==> src/rtl/imm_gen_pipe.sv <==
// Buffered RISC-V immediate generator: decodes I/S/B/U/J immediates at write time into a DEPTH-entry FIFO.
// Optional reserved-format detection enabled by defining IMM_GEN_ILLEGAL_CHECK_EN.
module imm_gen_pipe #(
  parameter int XLEN  = 32,
  parameter int DEPTH = 2,
  parameter int TAG_W = 5
) (
  input  logic             clk,
  input  logic             rst,
  input  logic             in_valid,
  output logic             in_ready,
  input  logic [31:0]      instr,
  input  logic [2:0]       imm_src,
  input  logic [TAG_W-1:0] in_tag,
  output logic             out_valid,
  input  logic             out_ready,
  output logic [XLEN-1:0]  imm_ext,
  output logic [TAG_W-1:0] out_tag,
  output logic             err
);

  localparam int PTR_W = $clog2(DEPTH);
  localparam int CNT_W = $clog2(DEPTH + 1);
  localparam logic [CNT_W-1:0] FULL_CNT = CNT_W'(DEPTH);

  // Sign bit of every format is instr[31]; it is folded into the replication.
  function automatic logic signed [XLEN-1:0] decode_imm(input logic [31:0] ins,
                                                       input logic [2:0]  src);
    logic signed [XLEN-1:0] v;
    case (src)
      3'b001:  v = {{(XLEN-12){ins[31]}}, ins[31:25], ins[11:7]};
      3'b010:  v = {{(XLEN-12){ins[31]}}, ins[7], ins[30:25], ins[11:8], 1'b0};
      3'b011:  v = {{(XLEN-31){ins[31]}}, ins[30:12], 12'b0};
      3'b100:  v = {{(XLEN-20){ins[31]}}, ins[19:12], ins[20], ins[30:21], 1'b0};
      default: v = {{(XLEN-12){ins[31]}}, ins[31:20]};
    endcase
    return v;
  endfunction

  logic signed [XLEN-1:0]  r_imm_mem [DEPTH];
  logic        [TAG_W-1:0] r_tag_mem [DEPTH];
  logic        [PTR_W-1:0] r_wr_ptr;
  logic        [PTR_W-1:0] r_rd_ptr;
  logic        [CNT_W-1:0] r_count;

  logic                    w_push;
  logic                    w_pop;
  logic signed [XLEN-1:0]  w_dec_imm;

  assign in_ready  = (r_count != FULL_CNT);
  assign out_valid = (r_count != '0);
  assign w_push    = in_valid & in_ready;
  assign w_pop     = out_valid & out_ready;

`ifdef IMM_GEN_ILLEGAL_CHECK_EN
  logic r_err_mem [DEPTH];
  logic w_dec_err;

  assign w_dec_err = (imm_src >= 3'b101);
  assign w_dec_imm = w_dec_err ? '0 : decode_imm(instr, imm_src);
  assign err       = out_valid & r_err_mem[r_rd_ptr];

  always_ff @(posedge clk) begin
    if (w_push) r_err_mem[r_wr_ptr] <= w_dec_err;
  end
`else
  assign w_dec_imm = decode_imm(instr, imm_src);
  assign err       = 1'b0;
`endif

  assign imm_ext = out_valid ? r_imm_mem[r_rd_ptr] : '0;
  assign out_tag = out_valid ? r_tag_mem[r_rd_ptr] : '0;

  // Write stage: storage carries no reset, emptiness is tracked by r_count alone.
  always_ff @(posedge clk) begin
    if (w_push) begin
      r_imm_mem[r_wr_ptr] <= w_dec_imm;
      r_tag_mem[r_wr_ptr] <= in_tag;
    end
  end

  // Control: pointers wrap naturally because DEPTH is a power of two.
  always_ff @(posedge clk) begin
    if (rst) begin
      r_wr_ptr <= '0;
      r_rd_ptr <= '0;
      r_count  <= '0;
    end else begin
      if (w_push) r_wr_ptr <= r_wr_ptr + PTR_W'(1);
      if (w_pop)  r_rd_ptr <= r_rd_ptr + PTR_W'(1);
      case ({w_push, w_pop})
        2'b10:   r_count <= r_count + CNT_W'(1);
        2'b01:   r_count <= r_count - CNT_W'(1);
        default: r_count <= r_count;
      endcase
    end
  end

endmodule

==> config.mk <==
export PLATFORM = sky130hd
export DESIGN_NAME = imm_gen_pipe
export DESIGN_NICKNAME = d
export VERILOG_FILES = /design/src/rtl/imm_gen_pipe.sv
export SDC_FILE = /design/constraint.sdc
export NUM_CORES = 1
export LEC_CHECK = 0
export ABC_CLOCK_PERIOD_IN_PS = 2200
export CORE_AREA = 10 10 93 111
export DETAILED_ROUTE_END_ITERATION = 8
export DIE_AREA = 0 0 103 121
export PLACE_DENSITY = 0.81
export SLEW_MARGIN = 20
export SYNTH_ARGS = -nofsm -noshare
export SYNTH_HDL_FRONTEND = slang
export SYNTH_SLANG_ARGS = --single-unit
==> constraint.sdc <==
create_clock -name clk -period 2.2 [get_ports clk]
set_clock_uncertainty 0.15 [all_clocks]
set_input_delay 0.33 -clock clk [delete_from_list [all_inputs] [get_ports clk]]
set_output_delay 0.33 -clock clk [all_outputs]
set_load 0.1 [all_outputs]
==> results of run 1 <==
==> Yosys cell counts (3+ instances only) <==
library cell	count
sky130_fd_sc_hd__a211oi_1	8
sky130_fd_sc_hd__nor2b_1	8
sky130_fd_sc_hd__nor2_1	49
sky130_fd_sc_hd__clkbuf_1	3
sky130_fd_sc_hd__o22ai_1	8
sky130_fd_sc_hd__buf_2	9
sky130_fd_sc_hd__edfxtp_1	74
sky130_fd_sc_hd__buf_4	6
sky130_fd_sc_hd__nand2b_1	3
sky130_fd_sc_hd__dfxtp_1	5
sky130_fd_sc_hd__o21ai_0	8
sky130_fd_sc_hd__and3b_1	4
sky130_fd_sc_hd__nand2_1	4
sky130_fd_sc_hd__mux2i_1	39
sky130_fd_sc_hd__a21oi_1	8
sky130_fd_sc_hd__inv_1	5
sky130_fd_sc_hd__a21o_1	11
==> logic make-up after synthesis <==
family | Yosys count | share of synthesized area
other cells | 1 | 0.00104
mux | 39 | 0.108
buf+inv | 25 | 0.0379
xor+xnor | 3 | 0.00730
simple gates | 78 | 0.111
compound gates | 47 | 0.0859
fa+ha+maj | 1 | 0.00348
flops | 79 | 0.645
==> final cells by class <==
class | count | area, µm²
tap | 95 | 119
inverter | 5 | 22.5
timing repair buffer | 88 | 1280
clock inverter | 6 | 62.6
multi-input combinational | 169 | 1230
fill | 610 | 2950
clock buffer | 9 | 124
sequential | 79 | 2330
==> metrics by stage <==
step / cells / util / hold WS [ns] / setup slack (ns)
floorplan: 273 / - / 0.249 / -0.150
global placement: 436 / 0.613 / 0.335 / 0.178
detailed placement: 436 / 0.613 / 0.357 / 0.121
CTS: 451 / 0.636 / 0.380 / 0.0361
global route: 451 / 0.636 / 0.408 / 0.0604
finish: 451 / 0.636 / 0.373 / 0.161
==> how the worst min path moves through the flow <==
stage              from         end  slack, ns  depth (start not counted)
2_1_floorplan       rst  r_count[1]       0.25                          1
3_3_place_gp   r_rd_ptr    r_rd_ptr       0.33                          2
3_5_place_dp   r_rd_ptr    r_rd_ptr       0.36                          2
4_1_cts        r_rd_ptr    r_rd_ptr       0.38                          2
5_1_grt        r_rd_ptr    r_rd_ptr       0.41                          2
6_report       r_rd_ptr    r_rd_ptr       0.37                          2
==> state kept, by name (all words and copies together) (netlist names), named ones only <==
name / cells
r_wr_ptr: 1
r_rd_ptr: 1
r_count: 2
r_imm_mem: 64
r_tag_mem: 10
==> worst reg2reg max path, stage by stage, from the launching register on <==
cell	delay (ns)
sky130_fd_sc_hd__dfxtp_1	0.46
sky130_fd_sc_hd__nand2b_2	0.23
sky130_fd_sc_hd__nand2_1	0.08
sky130_fd_sc_hd__ha_1	0.33
sky130_fd_sc_hd__or3_1	0.35
sky130_fd_sc_hd__a21oi_1	0.14
==> metal layers <==
layer / part of all wire / up-vias / global-route usage
met3: 0.054 / 13 / 0.0291
li1: - / 1163 / -
met2: 0.54 / 78 / 0.239
met4: 0.021 / 0 / 0.0627
met5: 0 / - / 0
met1: 0.39 / 1151 / 0.138
==> results.md, run 1 <==
- Derived from the worst setup path, the maximum achievable clock frequency is around 500 MHz.
- The final layout net count is approximately 400.
- The total via count in the routed design is approximately 2400.
- The number of global-route vias before repair was ~2600.
- The post-detailed-route count of antenna-violating nets is 0.
- The count of buffers inserted at the top-level ports is 75.
- The required time at the endpoint of the critical path is 1.72 ns.
- The number of gates resized after CTS is 0.
- The clock tree from TritonCTS is yes.
- The most common library cell in the layout ignoring fill and taps is sky130_fd_sc_hd__edfxtp_1.
- The root buffer cell is sky130_fd_sc_hd__clkbuf_8.
- After floorplanning, the core was sized to cover between 8000 and 9000 µm².
- The count of max-cap constraint violations is 0.
- The fraction of layout cells with a size suffix above 1 is 0.301.
- In this run the number of cells on the critical path is 4.
- The setup TNS is 0 ns.
- Counting flops with a built-in enable in the synthesized netlist gives 74.
- After synthesis, the share of flip-flops with an asynchronous set or reset is 0.
- The horizontal die dimension is between 100 and 150 µm.
- The startpoint identified for the worst register-to-register timing path is r_count[0].
- On the critical path the largest part of the delay comes from flip-flops.
- The total I/O pin count is 84.
- At the pin with the least slew margin, the transition time is between 0.5 and 0.6 ns.
- The floorplan has 36 rows.
- The number of standard cells after synthesis is 273.
- The minimum setup slack among reg-to-reg paths is 0.40 ns.
- After detailed routing, the number of vias per cell comes to approximately 5.3.
- The all-layer global routing usage is 0.131.
- The maximum fanout along the worst path is 11.
- The H-tree was split into 3 levels.
- In this run, post-CTS hold repair placed 0 buffers.
- The clock reaches the later pin of the worst-skew pair after around 0.33 ns.
- The pin count of the biggest net entering global routing is 38.
- The number of synthesized register bits is a little under 80.
- The signal on the critical path passes through buf_4 > mux2i_1 > nor2_2 > buf_12.
- The run finished with clean final reports.
- The area added between synthesis and finish is 43.3%.
- For this run, the number of Yosys warnings is 0.
- The clock net sink count is 79.
- The top cell type's share of synthesized area is 0.618.
- Following the worst setup path forward leads to its endpoint at imm_ext[22].
- The global-route wire length before repair is ~13000 µm.
- By area the synthesized netlist is led by sky130_fd_sc_hd__edfxtp_1 (62%), sky130_fd_sc_hd__mux2i_1 (11%), sky130_fd_sc_hd__nor2_1 (5.1%).
- Setup violations remaining at the end of the flow were counted as 0.
- The count of pins over their slew limit is 0.
- The class of the tightest hold or removal check is register to register.
- Data on the critical path arrives at its endpoint at between 1.5 and 2 ns.
- The total overflow left after global routing is 0.
- The initial antenna violation count is 0.
- The congestion estimate from routability-driven global placement came to ~0.81.
- Setup repair after global routing left no endpoint under its margin.
- The count of different cell masters after synthesis is 34.
- The detailed-route wire length is between 7000 and 8000 µm.
- The minimum period implied by the final worst setup slack is 2.04 ns.
- STA classifies the critical path endpoint as an output pin.
- In this run the deepest clock path goes through 2 buffers.
- The wire-length estimate of the detail-placed layout is approximately 5800 µm.
- After routing the design area is around 5200 µm².
- The total CTS buffers is 9.
- The number of nets in the synthesized netlist is 318.
- The setup path with the least slack is of type register to output pin.
- The top cell types in the final layout, fill and taps aside, are sky130_fd_sc_hd__edfxtp_1 (74), sky130_fd_sc_hd__buf_12 (42), sky130_fd_sc_hd__mux2i_1 (39).
- The cell area reported after detailed placement is about 5000 µm².
- The worst register-to-register path ends at r_count[1].
- The die covers between 10000 and 15000 µm².
- The clock slew seen by the registers of the worst setup and hold paths is around 0.070 ns.
- The sequential share of the synthesized area is 0.645.
- The initial utilization of the core area, before any placement, comes to 0.444.
- The dominant register cell in the synthesized netlist is sky130_fd_sc_hd__edfxtp_1.
- In the routed design, unresolved DRC markers number 0.
- The netlist area before placement is about 3600 µm².
- The number of setup buffers added after CTS is 0.
- Dividing the detail-routed wire length by the instance count gives approximately 17 µm.
- The portion of the clock cycle consumed by the worst path in the final layout is 0.927.
- The number of antenna repair diodes is 0.
- The number of failing hold endpoints at the final stage is 0.
- The number of optimization iterations in the first detailed-route pass is 4.
- Measured against its own limit, the worst slew margin works out to 0.665.
- The number of DRC markers in iteration 0 is just over 80.
- The cell with the largest stage delay on the worst path is sky130_fd_sc_hd__dfxtp_4.
- The synthesized area divided by synthesized cell count is ~13 µm².
- The largest total area in the synthesized netlist belongs to sky130_fd_sc_hd__edfxtp_1.
- The worst stage delay on the critical path is 0.44 ns.
- Measured along the y axis, the die boundary spans around 120 µm.
- The kind of launch point of the worst setup path is a register.
- The depth of the worst register-to-register path is 5.
- The count of buffer and inverter cells on the critical path is 2.
Power of run 1 is left out: the tool's default activity adds up to more than one toggle a clock period on the data nets, which glitch-free logic cannot reach.
==> inputs of run 2 (changes only) <==
CORE_AREA = 10 10 111 133   (was 10 10 93 111)
DIE_AREA = 0 0 121 143   (was 0 0 103 121)
PLACE_DENSITY = 0.6   (was 0.81)
==> run 2 against run 1 <==
- die area increased by 39%
- flip-flop and latch count unchanged
- routed wire length increased by 8.0%
- final cell count increased by 15%
- cell area increased by 3.1%
- non-clock buffer count increased by 2
- critical path depth unchanged
- core utilization decreased by 19 points
- global-route usage decreased by 2.9 points
- setup slack got worse by 0.0031 ns
==> results.md, run 2 (same netlist as run 1, synthesis figures left out) <==
- Leaving out fill and tap cells, the most frequent cell in the layout is sky130_fd_sc_hd__edfxtp_1.
- The repair_antennas step left the layout with diodes totalling 0.
- The total CTS buffers is 9.
- The class of the tightest hold or removal check is register to register.
- The weighted congestion at the end of routability-driven global placement is about 0.87.
- The number of inserted filler cells in the final layout is ~1100.
- The smallest clock period supported by the final layout is computed as slightly above 2 ns.
- The fraction of layout cells with a size suffix above 1 is 0.300.
- In the finished design, the share of the clock period the worst path needs comes to 0.928.
- The final count of negative-setup-slack endpoints is 0.
- During placement, the flow inserted port buffers numbering 75.
- From bottom edge to top edge, the die measures between 100 and 150 µm.
- In this run the worst path has a maximum fanout of 17.
- Setup repair after global routing left no endpoint under its margin.
- The slack of the critical path is between 0.15 and 0.2 ns.
- For this block, the routed nets add up to approximately 8400 µm of wire.
- The horizontal die dimension is ~120 µm.
- The initial antenna violation count is 0.
- The largest registers in the layout are r_imm_mem (64), r_tag_mem (10), r_count (2).
- The category of the worst setup path capture point is an output pin.
- The core area is around 12000 µm².
- The run finished with clean final reports.
- The routed via count divided by cell count is about 4.5.
- The full die area is ~17000 µm².
- The clock net sink count is roughly 80.
- The post-CTS setup-driven buffer insertion count is 0.
- The final layout net count is around 400.
- At the placement stage, the worst setup path has a slack of about 0.047 ns.
- r_imm_mem holds more flip-flops than any other register.
- The fmax is a little under 500 MHz.
- The minimum setup slack among reg-to-reg paths is a little under 0.4 ns.
- The data arrival time of the worst path is approximately 1.6 ns.
- The number of placement rows is between 40 and 50.
- The first routing iteration left 84 violations.
- The wire-length estimate of the detail-placed layout is 6140 µm.
- The count of max-cap constraint violations is 0.
- The source-to-sink clock delay at the later pin of the worst-skew pair is between 0.3 and 0.4 ns.
- The pre-antenna-repair detailed-routing pass consisted of 4 iterations.
- Leaving out fill and tap cells, the most frequent cells in the layout are sky130_fd_sc_hd__edfxtp_1 (74), sky130_fd_sc_hd__buf_12 (42), sky130_fd_sc_hd__mux2i_1 (39).
- In this run, post-CTS hold repair placed 0 buffers.
- The total number of H-tree levels is 3.
- The flip-flop count of the largest register, all copies and words added is 64.
- In this run, post-CTS repair resized a total of 0 instances.
- The initial utilization of the core area, before any placement, comes to 0.298.
- The post-detailed-route wirelength per cell is 16.3 µm.
- The count of pins over their slew limit is 0.
- The clock passes through at most 2 buffers.
- In the global route stage, overall resource usage came out at 0.102.
- In this run the clock root is driven by a sky130_fd_sc_hd__clkbuf_16.
- The number of remaining DRC errors is 0.
- STA classifies the critical path startpoint as a register.
- The area growth from synthesis to layout is 47.8%.
- The number of failing hold endpoints at the final stage is 0.
- The critical path is of the register to output pin type.
- The pin count of the biggest net entering global routing is 38.
- The clock tree from TritonCTS is yes.
- The detail route stage leaves a number of antenna-violating nets equal to 0.
- The total via count in the routed design is 2356.
- The required time at the endpoint of the critical path is between 1.5 and 2 ns.
- The total I/O pin count is between 80 and 90.
- Summed over all layers, the global routing overflow is 0.
- The number of global-route vias before repair is roughly 2500.
- The global-route wire length before repair is 13500 µm.
- Clock-pin slew was measured on the worst setup and hold paths at 0.05 ns.
[run 2: changes by cell type in the layout (fill, tap and decap cells not counted)]
cell / previous run / this run
sky130_fd_sc_hd__clkbuf_16: 0 / 9
sky130_fd_sc_hd__clkbuf_8: 9 / 0
sky130_fd_sc_hd__buf_4: 10 / 12
sky130_fd_sc_hd__bufinv_16: 1 / 0
sky130_fd_sc_hd__clkinv_1: 0 / 1
sky130_fd_sc_hd__clkinv_4: 2 / 1
sky130_fd_sc_hd__dfxtp_2: 0 / 1
sky130_fd_sc_hd__dfxtp_4: 1 / 0
[run 2: final cells by class]
class,count,area [µm²],area share
Inverter,5,22.5,0.00424
Tap cell,161,201,0.0379
Clock buffer,9,225,0.0424
Timing Repair Buffer,90,1290,0.243
Sequential cell,79,2320,0.437
Multi-Input combinational cell,169,1230,0.231
Clock inverter,5,27.5,0.00518
[run 2: routing by layer]
metal	part of all wire	wire length (µm)	GRT usage
met2	0.51	4280	0.173
met1	0.41	3430	0.112
met5	0	0	0
met4	0.026	223	0.0566
met3	0.060	508	0.0312
[run 2: final timing paths]
kind | from | end | depth (start not counted)
setup / recovery | register | imm_ext[13] | 4
hold / removal | r_rd_ptr | r_rd_ptr | 2
setup reg to reg | r_count[0] | r_count[1] | 5
hold reg to reg | r_rd_ptr | r_rd_ptr | 2
[run 2: critical path: stages (launching register included)]
cell,delay [ns]
sky130_fd_sc_hd__dfxtp_2,0.32
sky130_fd_sc_hd__buf_4,0.29
sky130_fd_sc_hd__mux2i_1,0.36
sky130_fd_sc_hd__nor2_2,0.08
sky130_fd_sc_hd__buf_12,0.17
[run 2: per-stage QoR]
stage	instances	cell area [µm²]	setup TNS, ns	util	hold slack [ns]
2_1_floorplan	273	3680	-1.05	-	0.249
6_report	518	5320	0	0.441	0.365
5_1_grt	518	5320	0	0.441	0.422
3_3_place_gp	504	5060	0	0.420	0.337
3_5_place_dp	504	5060	0	0.420	0.364
4_1_cts	518	5320	0	0.441	0.376
Power of run 2 is left out for the same reason.
==> inputs of run 3 (changes only) <==
CORE_AREA = 2 2 103 125   (was 10 10 111 133)
DIE_AREA = 0 0 105 127   (was 0 0 121 143)
==> run 3 against run 2 <==
- flip-flop and latch count did not move
- hold slack got worse by 0.0091 ns
- core utilization rose by 0.46 points
- first-iteration DRC count fell by 44%
- maximum frequency fell by 2.4%
- critical path depth did not move
- routed wire length fell by 9.1%
- via count rose by 0.89%
- register-to-register slack barely moved
- setup slack got worse by 0.050 ns
- final cell count rose by 0.19%
==> results.md, run 3 (same netlist as run 1, synthesis figures left out) <==
- Setup repair after global routing left no endpoint under its margin.
- The initial antenna violation count is 0.
- The worst stage delay on the critical path is 0.53 ns.
- The count of pins over their slew limit is 0.
- The H-tree was split into 3 levels.
- The kind of cell adding the most delay to the critical path is flip-flops.
- The cell sitting at the root of the clock tree is a sky130_fd_sc_hd__clkbuf_16.
- Of all nets on the critical path, the largest fanout is 16.
- The minimum setup slack among reg-to-reg paths is 0.40 ns.
- The portion of the clock cycle consumed by the worst path in the final layout is 0.951.
- The most critical setup path has its endpoint at imm_ext[5].
- The initial standard-cell utilization of the core is 0.300.
- The post-detailed-route count of antenna-violating nets is 0.
- STA classifies the critical path endpoint as an output pin.
- The total I/O pin count is 84.
- The transition time at the pin with the least slew margin is 0.614 ns.
- The number of inserted filler cells in the final layout is around 1100.
- TritonCTS built the clock tree.
- The global-route wire length before repair is between 10000 and 15000 µm.
- The count of max-cap constraint violations is 0.
- The number of remaining DRC errors is 0.
- Ranked by flip-flop count, first place goes to r_imm_mem.
- The fraction of layout cells with a size suffix above 1 is 0.299.
- In the final routed layout, each cell accounts on average for approximately 15 µm.
- The weighted congestion at the end of routability-driven global placement is 0.906.
- The core area is around 12000 µm².
- The longest clock path from root to sink contains 2 buffers.
- In the final layout, the registers with the most flip-flops are r_imm_mem (64), r_tag_mem (10), r_count (2).
- The full die area is approximately 13000 µm².
- Once the clock tree was built, the resizer swapped 0 gates to a different size.
- After clock tree synthesis, the clock-pin slew on the worst setup and hold paths is 0.05 ns.
- The launch instance of the worst min-delay path is r_rd_ptr.
- Summing all flip-flop and latch instances after layout gives 2320 µm².
- Leaving out fill and tap cells, the most frequent cell in the layout is sky130_fd_sc_hd__edfxtp_1.
- Clock tree synthesis found a total of between 70 and 80 sinks.
- The pin count of the biggest net entering global routing is 38.
- Relative to the synthesized area, the layout overhead comes to 48.6%.
- The number of setup buffers added after CTS is 0.
- Based on the critical path, the design can be clocked at up to roughly 480 MHz.
- Together, buffers and inverters on the worst path number 2.
- The class of the tightest hold or removal check is register to register.
- The depth of the worst register-to-register path is 5.
- The die is approximately 110 µm wide.
- In this run the tightest slew margin relative to its limit is 0.589.
- The total CTS buffers is 9.
- The slack of the critical path is 0.108 ns.
- In this run the critical register-to-register path is launched from r_count[1].
- The minimum period implied by the final worst setup slack is between 2 and 2.5 ns.
- The number of global-route vias before repair came to between 2000 and 2500.
- The die is around 130 µm tall.
- 0 antenna diodes ended up in the layout.
- The kind of launch point of the worst setup path is a register.
- The library cells used most frequently in the layout, excluding fill and tap cells, are sky130_fd_sc_hd__edfxtp_1 (74), sky130_fd_sc_hd__buf_12 (44), sky130_fd_sc_hd__mux2i_1 (39).
- After clock tree synthesis, the flow added hold-fix buffers numbering 0.
- Across every metal layer, demand over resource in global routing totals 0.120.
- The pre-antenna-repair detailed-routing pass consisted of 4 iterations.
- The multi-input logic area is around 1200 µm².
- Across all layers, the routed design uses 2377 vias.
- Among all stages on the critical path, the largest delay is contributed by sky130_fd_sc_hd__dfxtp_2.
- The number of failing hold endpoints at the final stage is 0.
- The total overflow left after global routing is 0.
- Detailed placement finished with a half-perimeter wire length of approximately 5500 µm.
- The number of placement rows is 44.
- The detailed router finished its first iteration with between 40 and 50 violations.
- The worst setup slack after placement is 0.0498 ns.
- Excluding fillers, the count of instances in the completed layout stands at just over 500.
- The source-to-sink clock delay at the later pin of the worst-skew pair is 0.32 ns.
- The final layout net count is around 400.
- The cell with the most instances on the worst path is sky130_fd_sc_hd__buf_12.
- The total placed cells including tap cells is ~500.
- At the worst endpoint, the arrival time is 1.61 ns.
- The run finished with clean final reports.
- The count of buffers added on input and output ports is 75.
- In this run the critical register-to-register path is captured at r_count[1].
- In the routed layout, each cell is associated on average with a via count of ~4.6.
- The path length in cells of the critical path is 4.
- The critical path goes through buf_12 > mux2i_1 > nor2_2 > buf_12.
- The flip-flop count of the largest register, all copies and words added is 64.
- The final count of negative-setup-slack endpoints is 0.
- The setup path with the least slack is of type register to output pin.
- The required time at the endpoint of the critical path is ~1.7 ns.
- The detailed-route wire length is between 7000 and 8000 µm.
run 3: worst min path at each step:
stage	end	slack [ns]	depth (start not counted)
floorplan	r_count[1]	0.25	1
global placement	r_rd_ptr	0.34	2
detailed placement	r_rd_ptr	0.35	2
CTS	r_rd_ptr	0.36	2
global route	r_rd_ptr	0.39	2
finish	r_rd_ptr	0.36	2
run 3: layout make-up:
class,count,area share
timing repair buffer,89,0.245
tap,161,0.0377
inverter,5,0.00421
clock buffer,11,0.0435
clock inverter,5,0.00632
multi-input combinational,169,0.229
sequential,79,0.434
run 3: tightest hold or removal path: cells and delay by family, from the launching register on:
family	cells	cell delay (ns)
simple gates	1	0.07
xor+xnor	1	0.08
flops	1	0.32
run 3: per-stage QoR:
step	hold WS [ns]	area [µm²]	TNS (ns)	utilization
final	0.356	5350	0	0.446
after global routing	0.385	5350	0	0.446
after CTS	0.359	5350	0	0.446
after detailed placement	0.346	5080	0	0.423
after global placement	0.339	5080	0	0.423
after floorplan	0.249	3680	-1.05	-
run 3: per-layer routing:
layer  track usage  wire, µm  up-vias
li1              -         -     1160
met1         0.144      3260     1124
met2         0.202      3900       77
met3        0.0296       342       16
met4        0.0557       177        0
met5             0         0        -
Power of run 3 is left out for the same reason.
